$ cat config.mk
export PLATFORM = sky130hd
export DESIGN_NAME = peak_event_extractor
export DESIGN_NICKNAME = d
export VERILOG_FILES = /design/src/rtl/peak_event_extractor_pkg.sv /design/src/rtl/event_fifo.sv /design/src/rtl/peak_event_extractor.sv
export SDC_FILE = /design/constraint.sdc
export NUM_CORES = 1
export LEC_CHECK = 0
export CELL_PAD_IN_SITES_DETAIL_PLACEMENT = 1
export CELL_PAD_IN_SITES_GLOBAL_PLACEMENT = 2
export CORE_MARGIN = 1
export CORE_UTILIZATION = 40
export CTS_CLUSTER_DIAMETER = 200
export DETAILED_ROUTE_END_ITERATION = 12
export PLACE_DENSITY = 0.74
export SLEW_MARGIN = 40
export SYNTH_ARGS = -nofsm -noshare
export SYNTH_HDL_FRONTEND = slang
export SYNTH_SLANG_ARGS = --single-unit
$ cat constraint.sdc
create_clock -name clk -period 7 [get_ports clk]
set_input_delay 0.7 -clock clk [delete_from_list [all_inputs] [get_ports clk]]
set_output_delay 0.7 -clock clk [all_outputs]
set_load 0.02 [all_outputs]
$ cat src/rtl/peak_event_extractor_pkg.sv
`default_nettype none
// ============================================================================
// Module      : peak_event_extractor_pkg
// Description : Shared types and default constants for the peak event
//               extractor: FSM state encoding, event record layout and
//               the record-width helper.
// Revision    : 1.0 - initial release
// ============================================================================
package peak_event_extractor_pkg;

    localparam int DEF_DATA_WIDTH = 16;
    localparam int DEF_TS_WIDTH   = 32;
    localparam int DEF_FIFO_DEPTH = 8;
    localparam int CNT_WIDTH      = 16;

    localparam logic [CNT_WIDTH-1:0] CNT_MAX = 16'hFFFF;

    typedef enum logic [1:0] {
        ST_IDLE   = 2'd0,
        ST_ACTIVE = 2'd1,
        ST_GAP    = 2'd2
    } state_e;

    // Event record at the default widths. The top declares the same layout
    // with its own parameter widths.
    typedef struct packed {
        logic [DEF_TS_WIDTH-1:0]          start_ts;
        logic [CNT_WIDTH-1:0]             width;
        logic signed [DEF_DATA_WIDTH-1:0] max_amp;
        logic [CNT_WIDTH-1:0]             max_offset;
    } event_t;

    function automatic int rec_width(input int dw, input int tsw);
        return tsw + (2 * CNT_WIDTH) + dw;
    endfunction

endpackage
`default_nettype wire

$ cat src/rtl/event_fifo.sv
`default_nettype none
// ============================================================================
// Module      : event_fifo
// Description : First-word-fall-through record queue. The head is visible on
//               data_o whenever valid_o is high; pop_i consumes it. A push to
//               a full queue is accepted only when a pop happens in the same
//               cycle.
// Ports       : clk, rst (sync, active-high), push_i/data_i (write side),
//               pop_i/data_o/valid_o (read side), full_o (status)
// Revision    : 1.0 - initial release
// ============================================================================
module event_fifo #(
    parameter int REC_WIDTH = 64,
    parameter int DEPTH     = 8     // power of two, >= 2
) (
    input  logic                 clk,
    input  logic                 rst,
    input  logic                 push_i,
    input  logic [REC_WIDTH-1:0] data_i,
    input  logic                 pop_i,
    output logic [REC_WIDTH-1:0] data_o,
    output logic                 valid_o,
    output logic                 full_o
);

    localparam int          AW     = (DEPTH > 1) ? $clog2(DEPTH) : 1;
    localparam logic [AW:0] C_FULL = (AW+1)'(DEPTH);

    logic [REC_WIDTH-1:0] mem_q [DEPTH];
    logic [AW-1:0]        wr_ptr_q;
    logic [AW-1:0]        rd_ptr_q;
    logic [AW:0]          count_q;
    logic                 w_do_push;
    logic                 w_do_pop;

    assign valid_o   = (count_q != '0);
    assign full_o    = (count_q == C_FULL);
    assign w_do_pop  = pop_i && valid_o;
    assign w_do_push = push_i && (!full_o || w_do_pop);
    assign data_o    = mem_q[rd_ptr_q];

    always_ff @(posedge clk) begin
        if (rst) begin
            wr_ptr_q <= '0;
            rd_ptr_q <= '0;
            count_q  <= '0;
        end else begin
            if (w_do_push) wr_ptr_q <= wr_ptr_q + AW'(1);
            if (w_do_pop)  rd_ptr_q <= rd_ptr_q + AW'(1);
            if (w_do_push && !w_do_pop)      count_q <= count_q + (AW+1)'(1);
            else if (!w_do_push && w_do_pop) count_q <= count_q - (AW+1)'(1);
        end
    end

    // Storage is not reset: entries are only ever read after being written.
    always_ff @(posedge clk) begin
        if (w_do_push) mem_q[wr_ptr_q] <= data_i;
    end

endmodule
`default_nettype wire

$ cat src/rtl/peak_event_extractor.sv
`default_nettype none
// ============================================================================
// Module      : peak_event_extractor
// Description : Groups qualified peak samples into events (bridging up to
//               cfg_gap non-peak samples), tracks start time, width and the
//               largest excess over the mean, filters short events and queues
//               the survivors for a ready/valid consumer.
// Ports       : clk, rst (sync, active-high)
//               valid_in, peak_in, sample_in, mean_in  - upstream detector
//               cfg_min_width, cfg_gap                 - event shaping
//               evt_ready / evt_valid, evt_*           - event output queue
//               drop_cnt (saturating), busy (FSM not IDLE)
// Revision    : 1.0 - initial release
// ============================================================================
module peak_event_extractor
    import peak_event_extractor_pkg::*;
#(
    parameter int DATA_WIDTH = DEF_DATA_WIDTH,
    parameter int TS_WIDTH   = DEF_TS_WIDTH,
    parameter int FIFO_DEPTH = DEF_FIFO_DEPTH
) (
    input  logic                         clk,
    input  logic                         rst,
    input  logic                         valid_in,
    input  logic                         peak_in,
    input  logic signed [DATA_WIDTH-1:0] sample_in,
    input  logic signed [DATA_WIDTH-1:0] mean_in,
    input  logic [7:0]                   cfg_min_width,
    input  logic [7:0]                   cfg_gap,
    input  logic                         evt_ready,
    output logic                         evt_valid,
    output logic [TS_WIDTH-1:0]          evt_start_ts,
    output logic [15:0]                  evt_width,
    output logic signed [DATA_WIDTH-1:0] evt_max_amp,
    output logic [15:0]                  evt_max_offset,
    output logic [15:0]                  drop_cnt,
    output logic                         busy
);

    typedef struct packed {
        logic [TS_WIDTH-1:0]          start_ts;
        logic [CNT_WIDTH-1:0]         width;
        logic signed [DATA_WIDTH-1:0] max_amp;
        logic [CNT_WIDTH-1:0]         max_offset;
    } evt_rec_t;

    localparam int REC_W = rec_width(DATA_WIDTH, TS_WIDTH);
    localparam logic signed [DATA_WIDTH-1:0] AMP_MAX = {1'b0, {(DATA_WIDTH-1){1'b1}}};
    localparam logic signed [DATA_WIDTH-1:0] AMP_MIN = {1'b1, {(DATA_WIDTH-1){1'b0}}};

    state_e                       state_q, state_d;
    logic [TS_WIDTH-1:0]          ts_q;
    logic [TS_WIDTH-1:0]          start_ts_q;
    logic [15:0]                  width_q;
    logic [15:0]                  peak_cnt_q;
    logic [15:0]                  max_off_q;
    logic signed [DATA_WIDTH-1:0] max_q;
    logic [7:0]                   gap_cnt_q;
    logic [7:0]                   min_width_q;
    logic [7:0]                   gap_cfg_q;
    evt_rec_t                     rec_q;
    logic                         rec_vld_q;
    logic [15:0]                  drop_cnt_q;

    logic signed [DATA_WIDTH:0]   w_diff;
    logic signed [DATA_WIDTH-1:0] w_excess;
    logic [16:0]                  w_ext_width;
    logic [15:0]                  w_ext_off;
    logic [7:0]                   w_gap_term;
    logic                         w_start, w_extend, w_close, w_gap_start, w_gap_inc;
    evt_rec_t                     w_head;
    logic                         w_fifo_valid, w_fifo_full, w_pop;

    // Excess at one extra bit, then clamp into the signed output range.
    always_comb begin
        w_diff = {sample_in[DATA_WIDTH-1], sample_in} - {mean_in[DATA_WIDTH-1], mean_in};
        if (w_diff[DATA_WIDTH] != w_diff[DATA_WIDTH-1])
            w_excess = w_diff[DATA_WIDTH] ? AMP_MIN : AMP_MAX;
        else
            w_excess = w_diff[DATA_WIDTH-1:0];
    end

    // A peak after a gap absorbs the bridged samples into the width; its
    // offset from the event start is the width before it is counted.
    assign w_gap_term  = (state_q == ST_GAP) ? gap_cnt_q : 8'd0;
    assign w_ext_width = {1'b0, width_q} + {9'd0, w_gap_term} + 17'd1;
    assign w_ext_off   = width_q + {8'd0, w_gap_term};

    // ---------------- FSM: state register ----------------
    always_ff @(posedge clk) begin
        if (rst) state_q <= ST_IDLE;
        else     state_q <= state_d;
    end

    // ---------------- FSM: next state and datapath strobes ----------------
    always_comb begin
        state_d     = state_q;
        w_start     = 1'b0;
        w_extend    = 1'b0;
        w_close     = 1'b0;
        w_gap_start = 1'b0;
        w_gap_inc   = 1'b0;
        if (valid_in) begin
            unique case (state_q)
                ST_IDLE: begin
                    if (peak_in) begin
                        w_start = 1'b1;
                        state_d = ST_ACTIVE;
                    end
                end
                ST_ACTIVE, ST_GAP: begin
                    if (peak_in) begin
                        state_d = ST_ACTIVE;
                        // Width overflow: close at the current width and
                        // treat this peak as the first of a new event.
                        if (w_ext_width[16]) begin
                            w_close = 1'b1;
                            w_start = 1'b1;
                        end else begin
                            w_extend = 1'b1;
                        end
                    end else if (state_q == ST_ACTIVE) begin
                        if (gap_cfg_q == 8'd0) begin
                            w_close = 1'b1;
                            state_d = ST_IDLE;
                        end else begin
                            w_gap_start = 1'b1;
                            state_d     = ST_GAP;
                        end
                    end else if (gap_cnt_q >= gap_cfg_q) begin
                        w_close = 1'b1;
                        state_d = ST_IDLE;
                    end else begin
                        w_gap_inc = 1'b1;
                    end
                end
                default: state_d = ST_IDLE;
            endcase
        end
    end

    // ---------------- FSM: outputs ----------------
    always_comb begin
        busy = (state_q != ST_IDLE);
    end

    // ---------------- Event datapath ----------------
    always_ff @(posedge clk) begin
        if (rst) begin
            ts_q        <= '0;
            start_ts_q  <= '0;
            width_q     <= '0;
            peak_cnt_q  <= '0;
            max_q       <= '0;
            max_off_q   <= '0;
            gap_cnt_q   <= '0;
            min_width_q <= '0;
            gap_cfg_q   <= '0;
            rec_q       <= '0;
            rec_vld_q   <= 1'b0;
        end else begin
            if (valid_in) ts_q <= ts_q + TS_WIDTH'(1);

            if (state_q == ST_IDLE) begin
                min_width_q <= cfg_min_width;
                gap_cfg_q   <= cfg_gap;
            end

            if (w_start) begin
                start_ts_q <= ts_q;
                width_q    <= 16'd1;
                peak_cnt_q <= 16'd1;
                max_q      <= w_excess;
                max_off_q  <= 16'd0;
            end else if (w_extend) begin
                width_q    <= w_ext_width[15:0];
                peak_cnt_q <= peak_cnt_q + 16'd1;
                if (w_excess > max_q) begin
                    max_q     <= w_excess;
                    max_off_q <= w_ext_off;
                end
            end

            if (w_gap_start)    gap_cnt_q <= 8'd1;
            else if (w_gap_inc) gap_cnt_q <= gap_cnt_q + 8'd1;

            // peak_cnt is never 0, so a zero minimum behaves as one.
            rec_vld_q <= w_close && (peak_cnt_q >= {8'd0, min_width_q});
            if (w_close) begin
                rec_q.start_ts   <= start_ts_q;
                rec_q.width      <= width_q;
                rec_q.max_amp    <= max_q;
                rec_q.max_offset <= max_off_q;
            end
        end
    end

    // ---------------- Output queue ----------------
    assign w_pop = w_fifo_valid && evt_ready;

    event_fifo #(
        .REC_WIDTH (REC_W),
        .DEPTH     (FIFO_DEPTH)
    ) u_event_fifo (
        .clk     (clk),
        .rst     (rst),
        .push_i  (rec_vld_q),
        .data_i  (rec_q),
        .pop_i   (w_pop),
        .data_o  (w_head),
        .valid_o (w_fifo_valid),
        .full_o  (w_fifo_full)
    );

    always_ff @(posedge clk) begin
        if (rst)
            drop_cnt_q <= '0;
        else if (rec_vld_q && w_fifo_full && !w_pop && (drop_cnt_q != CNT_MAX))
            drop_cnt_q <= drop_cnt_q + 16'd1;
    end

    // Head fields read as zero while the queue is empty.
    assign evt_valid      = w_fifo_valid;
    assign evt_start_ts   = w_fifo_valid ? w_head.start_ts   : '0;
    assign evt_width      = w_fifo_valid ? w_head.width      : '0;
    assign evt_max_amp    = w_fifo_valid ? w_head.max_amp    : '0;
    assign evt_max_offset = w_fifo_valid ? w_head.max_offset : '0;
    assign drop_cnt       = drop_cnt_q;

endmodule
`default_nettype wire

After elaboration in Yosys (flattened, before gate mapping). Memory sizes are Yosys's and may differ from the RTL's. A register that Yosys moved wholly into a read port is not among the register bits. Cells that the tools add are included.

$add $sub $neg: 12. Magnitude comparators: 3. Equality and inequality tests: 7. Multiplexer cells: 53. Reduce and logical (&&, ||, !) cells: 28.

Operator list (count): two-way mux 16 bit (8); adder 16 x 1 -> 16 bit, second input constant (2); adder 32 x 1 -> 32 bit, second input constant (1); two-way mux 1 bit (32); two-way mux 32 bit (1); adder 16 x 8 -> 17 bit (1); adder 17 x 1 -> 17 bit, second input constant (1); subtractor 16 x 16 -> 17 bit (1); adder 16 x 8 -> 16 bit (1); greater-or-equal comparator 16 x 8 -> 1 bit (1); > comparator 16 bit (1); inequality test 16 bit, second input constant (1); two-way mux 2 bit (5); nonzero test 2 bit (5); logical AND 1 bit (9); adder 8 x 1 -> 8 bit, second input constant (1); greater-or-equal comparator 8 bit (1); zero test 8 bit (1); two-way mux 4 bit (2); two-way mux 8 bit (1); adder 3 x 1 -> 3 bit, second input constant (2); two-way mux 3 bit (2); OR reduction 2 bit (3); adder 4 x 1 -> 4 bit, second input constant (1); other kinds (15) (19).

Register bits: 261. RAM bits: 640. Input port bits: 53. Output and inout port bits: 98. Logic and storage cells: 126. Memories: 1.

Memory list: u_event_fifo.mem_q (depth 8, width 80, read ports 1, clocked after memory_dff 1, wr ports 1, line event_fifo.sv:29) `logic [REC_WIDTH-1:0] mem_q [DEPTH];`.

Depth between registers and ports, before layout.
Depth in word-level cells: 10. Gate-level depth with buffers: 22. Mapped depth without buffers: 19.

By module. Synthesis repeated with hierarchy kept, for this count alone.

Cells, all modules: 2474. Area, all modules: 37532.2 µm².

By module, submodules not included: event_fifo (instances 1, cells each 998, area each 24632.4 µm², sequential area each 19478.7 µm²); peak_event_extractor (instances 1, cells each 1476, area each 12899.9 µm², sequential area each 5024.8 µm²).

Worst setup path after synthesis. No wires, ideal clock.

Path kind: input to register. Start point: input port evt_ready. End point: memory u_event_fifo.mem_q[0][0] in the netlist's numbering (enable). Library setup time: 0.617 ns. Arrival time: 6.721 ns. Data required time: 6.383 ns. Setup slack: -0.338 ns. Stages: 4. Path buffers: 0. Path through: inv_1 -> a31oi_1 -> nand2b_1 -> nor3_1.

Word-level cells in the longest chain between the ends: 6.

RTL lines: start: declaration (line peak_event_extractor.sv:30) `input logic evt_ready,`; logical AND 1 bit (line peak_event_extractor.sv:199) `assign w_pop = w_fifo_valid && evt_ready;`; logical AND 1 bit (line event_fifo.sv:38) `assign w_do_pop = pop_i && valid_o;`; logical OR 1 bit (line event_fifo.sv:39) `assign w_do_push = push_i && (!full_o || w_do_pop);`; logical AND 1 bit (line event_fifo.sv:39); net u_event_fifo.w_do_push (line event_fifo.sv:33) `logic w_do_push;`; two-way mux 1 bit (line event_fifo.sv:57) `if (w_do_push) mem_q[wr_ptr_q] <= data_i;`; two-way mux 1 bit (implied by the code) (line event_fifo.sv:57); end: declaration (line event_fifo.sv:29).

The timed path passes the listed nets, and every way through them passes these cells.

Worst setup path after layout.
Start point: input port mean_in[0]. End point: register max_q[7].

Word-level cells in the longest chain between the ends: 6. Elaborated cells between the ends (all ways): 10. Those cells by class: 1 x add/sub; 1 x order compare; 1 x eq/ne; 5 x mux; 2 x reduce/logical.

RTL lines: start: declaration (line peak_event_extractor.sv:27) `input logic signed [DATA_WIDTH-1:0] mean_in,`; subtractor 16 x 16 -> 17 bit * (line peak_event_extractor.sv:76) `w_diff = {sample_in[DATA_WIDTH-1], sample_in} - {mean_in[DATA_WIDTH-1], mean_in};`; two-way mux 16 bit / inequality test 1 bit (equally long branches) (line peak_event_extractor.sv:78, peak_event_extractor.sv:77); two-way mux 16 bit * (line peak_event_extractor.sv:77) `if (w_diff[DATA_WIDTH] != w_diff[DATA_WIDTH-1])`; net w_excess[15] (line peak_event_extractor.sv:66) `logic signed [DATA_WIDTH-1:0] w_excess;`; > comparator 16 bit * (line peak_event_extractor.sv:178) `if (w_excess > max_q) begin`; nonzero test 2 bit (no source line) *; AND reduction 2 bit (no source line) *; end signal: assignment (line peak_event_extractor.sv:173) `max_q <= w_excess;`; end signal: assignment (line peak_event_extractor.sv:179) `max_q <= w_excess;`; end: declaration (line peak_event_extractor.sv:57) `logic signed [DATA_WIDTH-1:0] max_q;`.

The timed path passes the listed nets; every way through them passes the cells marked *. The select of a mux whose other input is x is not followed. A chain may end at the register's enable or synchronous reset.

==> out/qor.yml <==
netlist_area_um2: 37400
status: "finished clean"
fin_crit_sh_pct: 77.7
cts_sinks: 904
fin_util_pct: 47.2
fin_nets: 2885
ant_nets: 0
viasPerCell: 5.42
slowest_delay_ns: 0.52
yosysSeqAreaShare_pct: 65.6
synth_edf_count: 640
leakagePower_nw: 14.1
ctsResizeCount: 0
io_buffer_count: 150
wl_per_cell_um: 22.7
rsz0062_at_grt: "no"
synth-xor-area-share_pct: 2.32
design_area_um2: 43500
max_freq_mhz: 184
finClkSkew_ns: 0.0226
postSynthAreaPerCell_um2: 14.3
grt_pass1_vias: 23775
rows: 111
async_reset_ff_share_pct: 0
slew-limit-headroom_pct: 43.9
yosysTopAreaCell: "edfxtp_1"
clk_latency_ns: 0.66
total_power_mw: 14.7
chipHeight_um: 308
die_w_um: 308
antenna_found_initial: 1
dp_hpwl_um: 55300
yosys.cell_types.count: 72
synth_compound_area_share_pct: 6.56
worst_slack_ns: 1.56
ys_top_cells_by_area: "edfxtp_1, dfxtp_1, mux4_2"
cp.arrival_ns: 5.94
synthMuxAreaShare_pct: 12.4
final_cells: 4081
slowest_stage: "or3b_2"
holdBufCountCts: 0
fillers: 9062
post-route-min-period_ns: 5.44
dr_total_vias: 22108
cts-buffers-inserted: 95
diodes: 0
whs_ns: 0.456
grt_max_degree: 125
syn-num-nets: 2747
synth_cells: 2620
remaining_drc_errors: 0
synth_top_family_by_area: "multiplexers"
ys_ff_latch: 904
cts_tree: "built"
fp.dieArea_um2: 94600
grt_pass1_wl_um: 142000
initial_core_util_pct: 40.6
cts.clk_slew.worst_paths_ns: 0.06
worst_pin_slew_ns: 0.842
routed_wl_um: 92600
power.density_nw_per_um2: 339
start_kind: "input pin"
yosys.cell_count.top_type: "edfxtp_1"
path_max_fanout: 24
drt-initial-drc-count: 1397
yosys-top-cells-count: "edfxtp_1, dfxtp_1, nor2_1"
holdCritPathClass: "register to register"
finalHoldViolCount: 0
cp.required_ns: 7.50
clock_tree.root_cell: "clkbuf_16"
dpl_cell_area_um2: 40300
path_class: "input pin to register"
setup_tns_ns: 0
grt-ovfl-total: 0
critPathCaptureType: "register"
clockBufferDepth: 3
synthFlopType: "edfxtp_1"
synth_top_area_share_pct: 51.4
fp.coreArea_um2: 92100
area_delta_synth_final_pct: 16.5
vdd_ir_drop_max_mv: 0.293
post_cts_buffers: 0
yosys.area_share.adder_pct: 2.64
drv_slew: 0
drive_gt1_share_pct: 13.8
yosysWarnings: 0
grt_usage_pct: 19.6
place_ws_ns: 0.852
maxCapViolCount: 0
io_pins: 151
drt_pass1_iterations: 5
yosys.area_share.simple_pct: 7.93
finalSetupViolCount: 0
crit_chain: "clkdlybuf4s50_1 > ha_1 > inv_1 > fa_1 > a211oi_1 > nor4b_2 > o21ai_0 > a22o_1 > inv_1 > nand2_1 > buf_4 > nand2_1 > ha_1 > nand3_1 > nor3_1 > o21ai_0 > or3b_2 > o211a_1 > buf_4 > nor3_1 > a211oi_2"
htreeDepth: 3
gp_congestion: 0.784
dp_cells: 3903
[final timing paths]
check | from | end | slack, ns | depth (start not counted)
max | mean_in[0] | max_q[7] | 1.56 | 21
min | start_ts_q[19] | start_ts_q[19] | 0.46 | 2
max reg2reg | state_q[0] | rec_q[2] | 2.80 | 12
min reg2reg | start_ts_q[19] | start_ts_q[19] | 0.46 | 2
[critical path, delay by kind of cell]
family	cells	cell delay, ns
compound gates	6	1.40
fa+ha+maj	3	0.88
buf+inv	5	1.26
simple gates	7	1.69
[report_power, final]
part           switching, mW  internal [mW]
Sequential            0.0927           5.70
Clock                   2.08           2.96
Combinational           2.05           1.83
Total                   4.23           10.5
[cell type report]
class | count | area, µm² | area share, %
multi-input cells | 1487 | 12000 | 27.6
clock inverters | 54 | 537 | 1.23
clock buffers | 123 | 2630 | 6.05
inverters | 80 | 300 | 0.690
repair buffers | 190 | 1940 | 4.45
well taps | 1243 | 1560 | 3.58
flip-flops and latches | 904 | 24500 | 56.4
[per-layer routing]
metal	wire (µm)	up-vias	global-route usage (%)
met5	11	-	0
met4	1450	2	4.96
met3	3390	101	2.77
met2	44300	379	32.3
met1	43400	11468	27.4
li1	-	10158	-
[state kept, by name (all words and copies together), names as in the netlist, named ones only]
name / cells
start_ts_q: 32
min_width_q: 8
u_event_fifo.count_q: 4
rec_q: 80
rec_vld_q: 1
gap_cfg_q: 8
max_q: 16
u_event_fifo.rd_ptr_q: 3
max_off_q: 16
gap_cnt_q: 8
peak_cnt_q: 16
state_q: 2
drop_cnt: 16
ts_q: 32
u_event_fifo.wr_ptr_q: 3
width_q: 16
u_event_fifo.mem_q: 640
[layout by cell type, fill, tap and decap left out, types with 12 or more instances in the layout]
master / instances
nand4_1: 22
a21o_1: 16
xnor2_1: 50
clkinv_1: 14
clkbuf_8: 16
and2_1: 12
clkbuf_16: 95
inv_1: 80
ha_1: 70
edfxtp_1: 640
nor3_1: 30
a21oi_1: 175
clkinv_2: 16
clkdlybuf4s50_1: 149
xor2_1: 49
o21ai_0: 126
buf_4: 26
mux2i_1: 103
dfxtp_1: 261
nor2_1: 210
clkbuf_1: 13
nand3_1: 107
and3_1: 15
nand2_1: 170
mux4_2: 160
a211oi_1: 18
[cell families (layout without fill, tap and decap cells)]
kind of cell    Yosys count  count (layout)
compound gates          405             405
xor+xnor                 99              99
fa+ha+maj                77              77
buf+inv                 229             447
flops                   904             904
mux                     263             263
simple gates            643             643
Note: power is estimated with default switching activity, not from simulation.
